$ cat config.mk
export PLATFORM = sky130hd
export DESIGN_NAME = crossing_request_arbiter
export DESIGN_NICKNAME = d
export VERILOG_FILES = /design/src/rtl/tlc_pkg.sv /design/src/rtl/input_debouncer.sv /design/src/rtl/crossing_request_arbiter.sv
export SDC_FILE = /design/constraint.sdc
export NUM_CORES = 1
export LEC_CHECK = 0
export CORE_ASPECT_RATIO = 1.5
export CORE_MARGIN = 2
export CORE_UTILIZATION = 30
export DETAILED_ROUTE_END_ITERATION = 12
export SYNTH_ARGS = -nofsm -noshare
export SYNTH_HDL_FRONTEND = slang
export SYNTH_SLANG_ARGS = --single-unit
$ cat constraint.sdc
create_clock -name clk -period 1.9 [get_ports clk]
set_clock_uncertainty 0.1 [all_clocks]
set_input_delay 0.475 -clock clk [delete_from_list [all_inputs] [get_ports clk]]
set_output_delay 0.475 -clock clk [all_outputs]
set_load 0.01 [all_outputs]
$ cat src/rtl/tlc_pkg.sv
// Shared request identifiers and arbiter FSM state encodings.
// Also used by traffic_light_controller so both ends agree on req_id values.
package tlc_pkg;

    localparam int unsigned REQ_W = 2;

    localparam logic [REQ_W-1:0] REQ_NONE  = 2'd0;
    localparam logic [REQ_W-1:0] REQ_SIDE  = 2'd1;
    localparam logic [REQ_W-1:0] REQ_WALK  = 2'd2;
    localparam logic [REQ_W-1:0] REQ_EMERG = 2'd3;

    typedef enum logic [1:0] {
        ST_IDLE    = 2'd0,
        ST_OFFER   = 2'd1,
        ST_BUSY    = 2'd2,
        ST_HOLDOFF = 2'd3
    } arb_state_t;

endpackage

$ cat src/rtl/input_debouncer.sv
// Two-flop synchronizer followed by a stable-count debouncer.
// Ports:
//   clk, rst   - clock, synchronous active-high reset
//   i_async    - raw asynchronous field input
//   o_level    - debounced level
//   o_rise     - one-cycle pulse on the edge o_level goes 0->1
module input_debouncer #(
    parameter int unsigned DEB_CYCLES = 4,
    parameter int unsigned CNT_W      = 8
) (
    input  logic clk,
    input  logic rst,
    input  logic i_async,
    output logic o_level,
    output logic o_rise
);

    logic             r_sync1;
    logic             r_sync2;
    logic             r_level;
    logic             r_rise;
    logic [CNT_W-1:0] r_cnt;

    // The level only follows the synchronized input after it has disagreed
    // for DEB_CYCLES consecutive cycles; any agreement restarts the count.
    always_ff @(posedge clk) begin
        if (rst) begin
            r_sync1 <= 1'b0;
            r_sync2 <= 1'b0;
            r_level <= 1'b0;
            r_rise  <= 1'b0;
            r_cnt   <= '0;
        end else begin
            r_sync1 <= i_async;
            r_sync2 <= r_sync1;
            r_rise  <= 1'b0;
            if (r_sync2 != r_level) begin
                if (r_cnt == CNT_W'(DEB_CYCLES - 1)) begin
                    r_level <= r_sync2;
                    r_rise  <= r_sync2;
                    r_cnt   <= '0;
                end else begin
                    r_cnt <= r_cnt + CNT_W'(1);
                end
            end else begin
                r_cnt <= '0;
            end
        end
    end

    assign o_level = r_level;
    assign o_rise  = r_rise;

endmodule

$ cat src/rtl/crossing_request_arbiter.sv
// Arbitrates side-street, pedestrian and emergency requests and offers one at
// a time to the light controller over valid/ready, with svc_done closing it.
// Ports:
//   clk, rst, tick               - clock, sync active-high reset, timebase pulse
//   Sensor, WalkButton, Emergency- raw asynchronous field inputs
//   req_ready, svc_done          - controller handshake inputs
//   req_valid, req_id            - offered request and its id
//   preempt                      - emergency waiting behind a normal service
//   side_pending, walk_pending   - latched requests
//   busy                         - a granted service is in progress
module crossing_request_arbiter
    import tlc_pkg::*;
#(
    parameter int unsigned DEB_CYCLES    = 4,
    parameter int unsigned HOLDOFF_TICKS = 5,
    parameter int unsigned CNT_W         = 8
) (
    input  logic       clk,
    input  logic       rst,
    input  logic       tick,
    input  logic       Sensor,
    input  logic       WalkButton,
    input  logic       Emergency,
    input  logic       req_ready,
    input  logic       svc_done,
    output logic       req_valid,
    output logic [1:0] req_id,
    output logic       preempt,
    output logic       side_pending,
    output logic       walk_pending,
    output logic       busy
);

    logic w_sensor, w_sensor_rise;
    logic w_walk, w_walk_rise;
    logic w_emerg, w_emerg_rise;
    logic w_unused_rise;

    arb_state_t       r_state, w_state_nx;
    logic [1:0]       r_req_id, w_req_id_nx, w_pick;
    logic [CNT_W-1:0] r_hold_cnt, w_hold_cnt_nx;
    logic             r_last_walk, w_last_walk_nx;
    logic             r_side_pend, w_side_pend_nx;
    logic             r_walk_pend, w_walk_pend_nx;
    logic             r_req_valid, r_busy, r_preempt;
    logic             w_accept;

    input_debouncer #(.DEB_CYCLES(DEB_CYCLES), .CNT_W(CNT_W)) u_deb_sensor (
        .clk(clk), .rst(rst), .i_async(Sensor), .o_level(w_sensor), .o_rise(w_sensor_rise)
    );
    input_debouncer #(.DEB_CYCLES(DEB_CYCLES), .CNT_W(CNT_W)) u_deb_walk (
        .clk(clk), .rst(rst), .i_async(WalkButton), .o_level(w_walk), .o_rise(w_walk_rise)
    );
    input_debouncer #(.DEB_CYCLES(DEB_CYCLES), .CNT_W(CNT_W)) u_deb_emerg (
        .clk(clk), .rst(rst), .i_async(Emergency), .o_level(w_emerg), .o_rise(w_emerg_rise)
    );

    // Only the walk edge matters; sensor and emergency are level requests.
    assign w_unused_rise = w_sensor_rise ^ w_emerg_rise ^ w_walk;

    // Handshake completes only once the offer is actually visible.
    assign w_accept = (r_state == ST_OFFER) && r_req_valid && req_ready;

    // Next-state, request selection and latch updates.
    always_comb begin
        w_state_nx     = r_state;
        w_req_id_nx    = r_req_id;
        w_hold_cnt_nx  = r_hold_cnt;
        w_last_walk_nx = r_last_walk;
        w_side_pend_nx = r_side_pend;
        w_walk_pend_nx = r_walk_pend;
        w_pick         = REQ_NONE;

        // Emergency first; otherwise alternate away from the last served.
        if (w_emerg) begin
            w_pick = REQ_EMERG;
        end else if (r_side_pend && r_walk_pend) begin
            w_pick = r_last_walk ? REQ_SIDE : REQ_WALK;
        end else if (r_side_pend) begin
            w_pick = REQ_SIDE;
        end else if (r_walk_pend) begin
            w_pick = REQ_WALK;
        end

        case (r_state)
            ST_IDLE: begin
                if (w_pick != REQ_NONE) begin
                    w_state_nx  = ST_OFFER;
                    w_req_id_nx = w_pick;
                end
            end
            ST_OFFER: begin
                if (w_accept) begin
                    w_state_nx = ST_BUSY;
                    if (r_req_id == REQ_SIDE) w_last_walk_nx = 1'b0;
                    if (r_req_id == REQ_WALK) w_last_walk_nx = 1'b1;
                end
            end
            ST_BUSY: begin
                if (svc_done) begin
                    w_req_id_nx = REQ_NONE;
                    if (r_req_id == REQ_EMERG) begin
                        w_state_nx = ST_IDLE;
                    end else begin
                        w_state_nx    = ST_HOLDOFF;
                        w_hold_cnt_nx = CNT_W'(HOLDOFF_TICKS);
                    end
                end
            end
            ST_HOLDOFF: begin
                if (w_emerg) begin
                    w_state_nx  = ST_OFFER;
                    w_req_id_nx = REQ_EMERG;
                end else if (tick) begin
                    if (r_hold_cnt <= CNT_W'(1)) begin
                        w_state_nx    = ST_IDLE;
                        w_hold_cnt_nx = '0;
                    end else begin
                        w_hold_cnt_nx = r_hold_cnt - CNT_W'(1);
                    end
                end
            end
            default: w_state_nx = ST_IDLE;
        endcase

        // A held Sensor must not re-request the service it is already getting.
        if (w_accept && (r_req_id == REQ_SIDE)) begin
            w_side_pend_nx = 1'b0;
        end else if (w_sensor && !((r_state == ST_BUSY) && (r_req_id == REQ_SIDE))) begin
            w_side_pend_nx = 1'b1;
        end

        // A fresh press in the accept cycle survives the clear.
        if (w_accept && (r_req_id == REQ_WALK)) w_walk_pend_nx = 1'b0;
        if (w_walk_rise)                        w_walk_pend_nx = 1'b1;
    end

    // State and registered outputs.
    always_ff @(posedge clk) begin
        if (rst) begin
            r_state     <= ST_IDLE;
            r_req_id    <= REQ_NONE;
            r_hold_cnt  <= '0;
            r_last_walk <= 1'b1;
            r_side_pend <= 1'b0;
            r_walk_pend <= 1'b0;
            r_req_valid <= 1'b0;
            r_busy      <= 1'b0;
            r_preempt   <= 1'b0;
        end else begin
            r_state     <= w_state_nx;
            r_req_id    <= w_req_id_nx;
            r_hold_cnt  <= w_hold_cnt_nx;
            r_last_walk <= w_last_walk_nx;
            r_side_pend <= w_side_pend_nx;
            r_walk_pend <= w_walk_pend_nx;
            // Offer becomes visible one cycle after entering OFFER.
            r_req_valid <= (r_state == ST_OFFER) && (w_state_nx == ST_OFFER);
            r_busy      <= (w_state_nx == ST_BUSY);
            r_preempt   <= (w_state_nx == ST_BUSY) && (w_req_id_nx != REQ_EMERG) && w_emerg;
        end
    end

    assign req_valid    = r_req_valid;
    assign req_id       = r_req_id;
    assign preempt      = r_preempt;
    assign side_pending = r_side_pend;
    assign walk_pending = r_walk_pend;
    assign busy         = r_busy;

endmodule

# [Word-level counts from Yosys, hierarchy flattened]
# Index checks and enable logic that the tools add are counted.
[totals] reg_bits=52 in_bits=8 out_inout_bits=7 elab_cells=103
[classes] addsub=4 magnitude_cmp=1 eq_ne=19 mux=27 bitwise=4 n_reduce_logical=26
[op_table] cell="8-bit 2-to-1 mux" count=5
[op_table] cell="2-bit 2-to-1 mux" count=15
[op_table] cell="8-bit by 1-bit adder with 8-bit output (second input constant)" count=3
[op_table] cell="8-bit by 2-bit == test with 1-bit output (second input constant)" count=3
[op_table] cell="8-bit one-hot mux with 2 select lines" count=1
[op_table] cell="3-bit OR reduction" count=4
[op_table] cell="2-bit == test (second input constant)" count=5
[op_table] cell="1-bit logical AND" count=10
[op_table] cell="2-bit inequality test (second input constant)" count=5
[op_table] cell="8-bit by 1-bit less-or-equal comparator with 1-bit output (second input constant)" count=1
[op_table] cell="2-bit one-hot mux with 4 select lines" count=1
[op_table] cell="2-bit nonzero test" count=4
[op_table] cell="8-bit by 1-bit subtractor with 8-bit output (second input constant)" count=1
[op_table] cell="2-bit by 1-bit == test with 1-bit output (second input constant)" count=3
[op_table] cell="2-bit one-hot mux with 3 select lines" count=1
[op_table] cell="2-bit AND reduction" count=3
[op_table] cell="5-bit AND reduction" count=1
[op_table] cell="1-bit 2-to-1 mux" count=4
[op_table] cell="1-bit NOT" count=4
[op_table] cell="1-bit inequality test" count=3
[op_table] cell="3-bit AND reduction" count=1
[op_table] cell="2-bit logical NOT" count=1
[op_table] cell="2-bit OR reduction" count=1
[op_table] cell="1-bit logical NOT" count=1

# [Logic depth before layout (Yosys ltp)]
[depth] depth_word=10 depth_mapped=6

# [By module]
# Synthesis repeated with hierarchy kept, for this count alone.
[hier_totals] cells_unflattened=266 area_unflattened_um2=2423.6
[modules_own_cells] module="crossing_request_arbiter" instances=1 cells_per_inst=116 area_each_um2=989.7
[modules_own_cells] module="input_debouncer (u_deb_emerg ...)" instances=2 cells_per_inst=50 area_each_um2=474.2
[modules_own_cells] module="input_debouncer (u_deb_walk)" instances=1 cells_per_inst=50 area_each_um2=485.5

# [Worst setup path after synthesis]
# OpenSTA, ideal clock, no wires.
[synth_timing] path_kind="reg-to-reg" startpoint="register r_req_id[0], in the netlist req_id[0]" endpoint="register r_hold_cnt[1]" arrival_ps=1649 t_required_ps=1730 slack_ps=80 stages_incl_launch_ff=6 synth_period_minus_slack_ps=1820 path_cell_list="dfxtp_1 ha_1 nor3b_4 o21ai_2 or4_1 a21oi_1"
[synth_between] elab_chain_cells=3
[synth_rtl] element="from (decl)" line_no="crossing_request_arbiter.sv:40" source="logic [1:0] r_req_id, w_req_id_nx, w_pick;"
[synth_rtl] element="from (signal assigned)" line_no="crossing_request_arbiter.sv:152" source="r_req_id <= w_req_id_nx;"
[synth_rtl] element="2-bit == test" line_no="crossing_request_arbiter.sv:102" source="if (r_req_id == REQ_EMERG) begin"
[synth_rtl] element="2-bit inequality test (no line)"
[synth_rtl] element="5-bit AND reduction (no line)"
[synth_rtl] element="to (signal assigned)" line_no="crossing_request_arbiter.sv:153" source="r_hold_cnt <= w_hold_cnt_nx;"
[synth_rtl] element="to (decl)" line_no="crossing_request_arbiter.sv:41" source="logic [CNT_W-1:0] r_hold_cnt, w_hold_cnt_nx;"
# Every way passes these cells.
# A chain may end at the register's enable or synchronous reset.

# [Worst setup path after layout]
[layout_timing] startpoint="register r_hold_cnt[1]" endpoint="register r_hold_cnt[1]"
[layout_between] elab_chain_cells=5 elab_cells_between_ends=6 classes_between="1 x add/sub; 1 x order compare; 4 x mux"
[layout_rtl] element="8-bit by 1-bit subtractor with 8-bit output or 8-bit by 1-bit less-or-equal comparator with 1-bit output (tied branches)" line_no="crossing_request_arbiter.sv:119, crossing_request_arbiter.sv:115"
[layout_rtl] element="8-bit 2-to-1 mux (*)" line_no="crossing_request_arbiter.sv:115" source="if (r_hold_cnt <= CNT_W'(1)) begin"
[layout_rtl] element="8-bit 2-to-1 mux (*)" line_no="crossing_request_arbiter.sv:114" source="end else if (tick) begin"
[layout_rtl] element="8-bit 2-to-1 mux (*)" line_no="crossing_request_arbiter.sv:111" source="if (w_emerg) begin"
[layout_rtl] element="8-bit one-hot mux with 2 select lines (*)" line_no="crossing_request_arbiter.sv:85" source="case (r_state)"
# Every way passes the cells marked *; elsewhere a longest branch is shown, timed or not. The select of a mux whose other input is x is not followed.

==> impl_table.tex <==
\begin{tabular}{lr}
\hline
Metric & Value \\
\hline
\multicolumn{2}{l}{\textbf{Synth}} \\
Number of warnings issued by yosys & 0 \\
Area share of fa/ha/maj cells after synthesis & 0.0431 \\
Leading area contributor after synthesis & dfxtp\_1 \\
Simple-gate area share of the yosys netlist & 0.268 \\
Synthesized netlist net count & 275 \\
Cell count after synthesis & 259 \\
Post-synthesis register bit count & 52 \\
Share of Yosys cell area claimed by the top area cell type & 0.448 \\
Flip-flop cell with the highest count after synthesis & dfxtp\_1 \\
Largest family of logic cells by synthesized area & simple AND/OR/NAND/NOR gates \\
Area fraction in compound gates after synthesis & 0.109 \\
Ys async rst share & 0 \\
Cell types with the largest area share after synthesis & dfxtp\_1, nor2\_1, xor2\_1, xnor2\_1, ha\_1 \\
Post-Synthesis Mean Instance Area & 8.97 um2 \\
Netlist area before placement & 2320 um2 \\
Most instantiated cells after synthesis & dfxtp\_1, nor2\_1, nand3\_1, nand2\_1, xor2\_1 \\
Post-synthesis share of cell area spent on xor and xnor gates & 0.0980 \\
Sequential cell area fraction in the yosys report & 0.448 \\
Leading cell type by number of instances after synthesis & dfxtp\_1 \\
Library cells used by synthesis & 49 \\
Number of flops mapped to enable cells by yosys & 0 \\
Post-synthesis mux area share & 0.00431 \\
\multicolumn{2}{l}{\textbf{Placement}} \\
Area post-placement & 2740 um2 \\
Number of input and output port buffers inserted & 14 \\
Setup slack at placement & -0.220 ns \\
Last weighted congestion value of the routability-driven placer & 0.799 \\
Half-perimeter wire length after detailed placement & 3590 um \\
\multicolumn{2}{l}{\textbf{STA}} \\
Worst path setup slack after routing & 0.0557 ns \\
Worst slew margin relative to its limit & 0.655 \\
Final worst path period share & 0.971 \\
Clock period minus final worst setup slack & 1.84 ns \\
Summed negative setup slack over all endpoints & 0 ns \\
Worst Max-Slew Pin Slew & 0.510 ns \\
Hold Worst Slack & 0.335 ns \\
Hold violation total from the final report & 0 \\
Number of pins exceeding their max-slew limit in the final report & 0 \\
Setup-failing EPs final & 0 \\
Highest clock frequency the design can meet & 542 MHz \\
\multicolumn{2}{l}{\textbf{Clock network}} \\
Cts repair resizes & 0 \\
Clk Tree Root Cell & clkbuf\_16 \\
Largest buffer count on any clock path & 2 \\
Count of buffers added by post-CTS timing repair for setup & 0 \\
Clk sink count & 52 \\
CTS tree & done \\
Clock transition time at the flip-flop clock pins of the worst setup and hold paths & 0.07 ns \\
TritonCTS Buffers & 5 \\
CTS Hold Buffers Added & 0 \\
Maximum level of the CTS H-tree & 2 \\
Source-to-sink clock delay at the later pin of the worst-skew pair & 0.30 ns \\
\multicolumn{2}{l}{\textbf{Job}} \\
Count of maximum capacitance violations & 0 \\
\multicolumn{2}{l}{\textbf{Worst setup path}} \\
Sequence of cells on the critical path & inv\_1 > ha\_1 > or2\_1 > and3\_1 > or4\_1 > a21oi\_1 \\
CP Data Arrival Time & 1.97 ns \\
Required time worst endpoint & 2.03 ns \\
Crit Path Max Fanout & 3 \\
Max stage delay on crit path & 0.40 ns \\
Standard cell with the maximum stage delay on the critical path & or4\_1 \\
Setup CP Type & flop to flop \\
Crit path capture type & flop \\
Sort of element at the start of the critical path & flop \\
\multicolumn{2}{l}{\textbf{Final layout}} \\
Final-layout fill cell count & 759 \\
Number of nets in the final layout & 312 \\
Area of all placed cells without fillers & 2910 um2 \\
Final antenna diode count & 0 \\
Fraction of final layout cells sized beyond drive strength 1 & 0.145 \\
Layout overhead on the synthesized area & 25.3\% \\
\multicolumn{2}{l}{\textbf{Route}} \\
Final wirelength & 4920 um \\
Detailed-router iteration count before antenna repair & 4 \\
Detailed-route vias per instance & 4.74 \\
Residual antenna-violating net count after detailed routing & 0 \\
Average wire per cell in the routed design & 12.3 um \\
Number of DRC violations after detailed routing & 0 \\
Total via count after detailed routing & 1892 \\
First-iteration detailed-routing DRC count & 47 \\
\multicolumn{2}{l}{\textbf{Pwr}} \\
Max rail drop VDD & 0.354 mV \\
Cell Pwr Density & 717 nW/um2 \\
Pleak & 1.10 nW \\
\multicolumn{2}{l}{\textbf{Worst hold path}} \\
Class of the most critical hold timing path & flop to flop \\
\multicolumn{2}{l}{\textbf{Die}} \\
Standard-cell rows & 39 \\
Area of the core region & 7560 um2 \\
Overall die area & 8480 um2 \\
Die height & 112 um \\
Count of pins on the block boundary & 15 \\
Die width & 75.9 um \\
Initial standard-cell utilization of the core & 0.307 \\
\multicolumn{2}{l}{\textbf{Outcome}} \\
Status & finished, final reports clean \\
\multicolumn{2}{l}{\textbf{Global route}} \\
Combined global-route utilization of all metal layers & 0.126 \\
Wire length of the first global-routing pass & 8290 um \\
Number of global-route vias before repair & 1938 \\
Initial antenna violation count & 0 \\
Gr ovfl total & 0 \\
Largest net degree at the start of global routing & 18 \\
\hline
\end{tabular}
-- final timing paths --
| check | from | to | slack, ns | cells after the start |
|---|---|---|---|---|
| max | r_hold_cnt[1] | r_hold_cnt[1] | 0.06 | 6 |
| min | u_deb_walk.r_sync1 | u_deb_walk.r_sync2 | 0.34 | 1 |
| max reg2reg | r_hold_cnt[1] | r_hold_cnt[1] | 0.06 | 6 |
| min reg2reg | u_deb_walk.r_sync1 | u_deb_walk.r_sync2 | 0.34 | 1 |
-- where the power goes --
part	internal, mW	leakage, nW	switching, mW	total (mW)
sequential	1.10	0.422	0.00388	1.10
combinational	0.0355	0.603	0.0280	0.0636
clock	0.491	0.0702	0.430	0.922
-- sequential cells by signal, summed over array words and instances, names as in the netlist, 2 cells and up --
register / count
r_hold_cnt: 8
u_deb_emerg.r_cnt: 8
r_state: 2
req_id: 2
u_deb_sensor.r_cnt: 8
u_deb_walk.r_cnt: 8
-- cells by family (layout without fill, tap and decap cells) --
family | count (synthesis) | count (layout)
adders and majority gates | 8 | 8
xor gates and xnor gates | 26 | 26
muxes | 1 | 1
and+or+nand+nor | 118 | 118
AOI/OAI and AO/OA | 37 | 37
DFF | 52 | 52
buffers and inverters | 17 | 55
-- metal layers --
metal  vias to the layer above  GRT usage  share of wire
met1                       884      0.142           0.43
met5                         -          0              0
met4                         0     0.0620          0.028
met2                        28      0.212           0.51
met3                        10     0.0317          0.033
li1                        970          -              -
-- layout by cell type, fill, tap and decap left out, types with 2 or more instances in the layout --
master	synthesis	routed
a211oi_1	5	4
a21oi_1	7	7
a31oi_1	2	2
and3_1	9	9
buf_4	0	24
clkbuf_16	0	5
clkdlybuf4s50_1	0	12
dfxtp_1	52	49
dfxtp_2	0	3
dlymetal6s2s_1	0	2
ha_1	8	8
inv_1	8	8
nand2_1	15	15
nand2b_1	2	2
nand3_1	16	16
nand4_1	2	2
nor2_1	38	38
nor2b_1	11	11
nor3_1	7	7
nor4_1	2	2
nor4b_1	2	2
o2111ai_1	3	3
o21ai_0	4	4
o21ai_1	3	3
o21bai_1	2	2
or2_1	1	2
xnor2_1	12	12
xor2_1	14	14
-- layout make-up --
cell class              count  area [um2]  area share
clock buffers               5         125      0.0430
clock inverters             3        21.3     0.00731
inverters                   9        33.8      0.0116
multi-input cells         190        1230       0.423
flip-flops and latches     52        1040       0.359
well taps                 102         128      0.0439
repair buffers             38         325       0.112
-- worst max-delay path: cells and delay by family (launching register included) --
kind / cells / cell delay [ns]
fa+ha+maj: 1 / 0.20
flops: 1 / 0.37
buf+inv: 1 / 0.07
simple gates: 3 / 0.89
compound gates: 1 / 0.15
-- through the flow --
step | power (mW) | std cells | util
floorplan | 1.15 | 259 | -
global placement | 1.19 | 391 | 0.362
detailed placement | 1.19 | 391 | 0.362
CTS | 2.11 | 399 | 0.381
global route | 2.17 | 399 | 0.385
finish | 2.09 | 399 | 0.385
(Power assumes the default switching activity.)
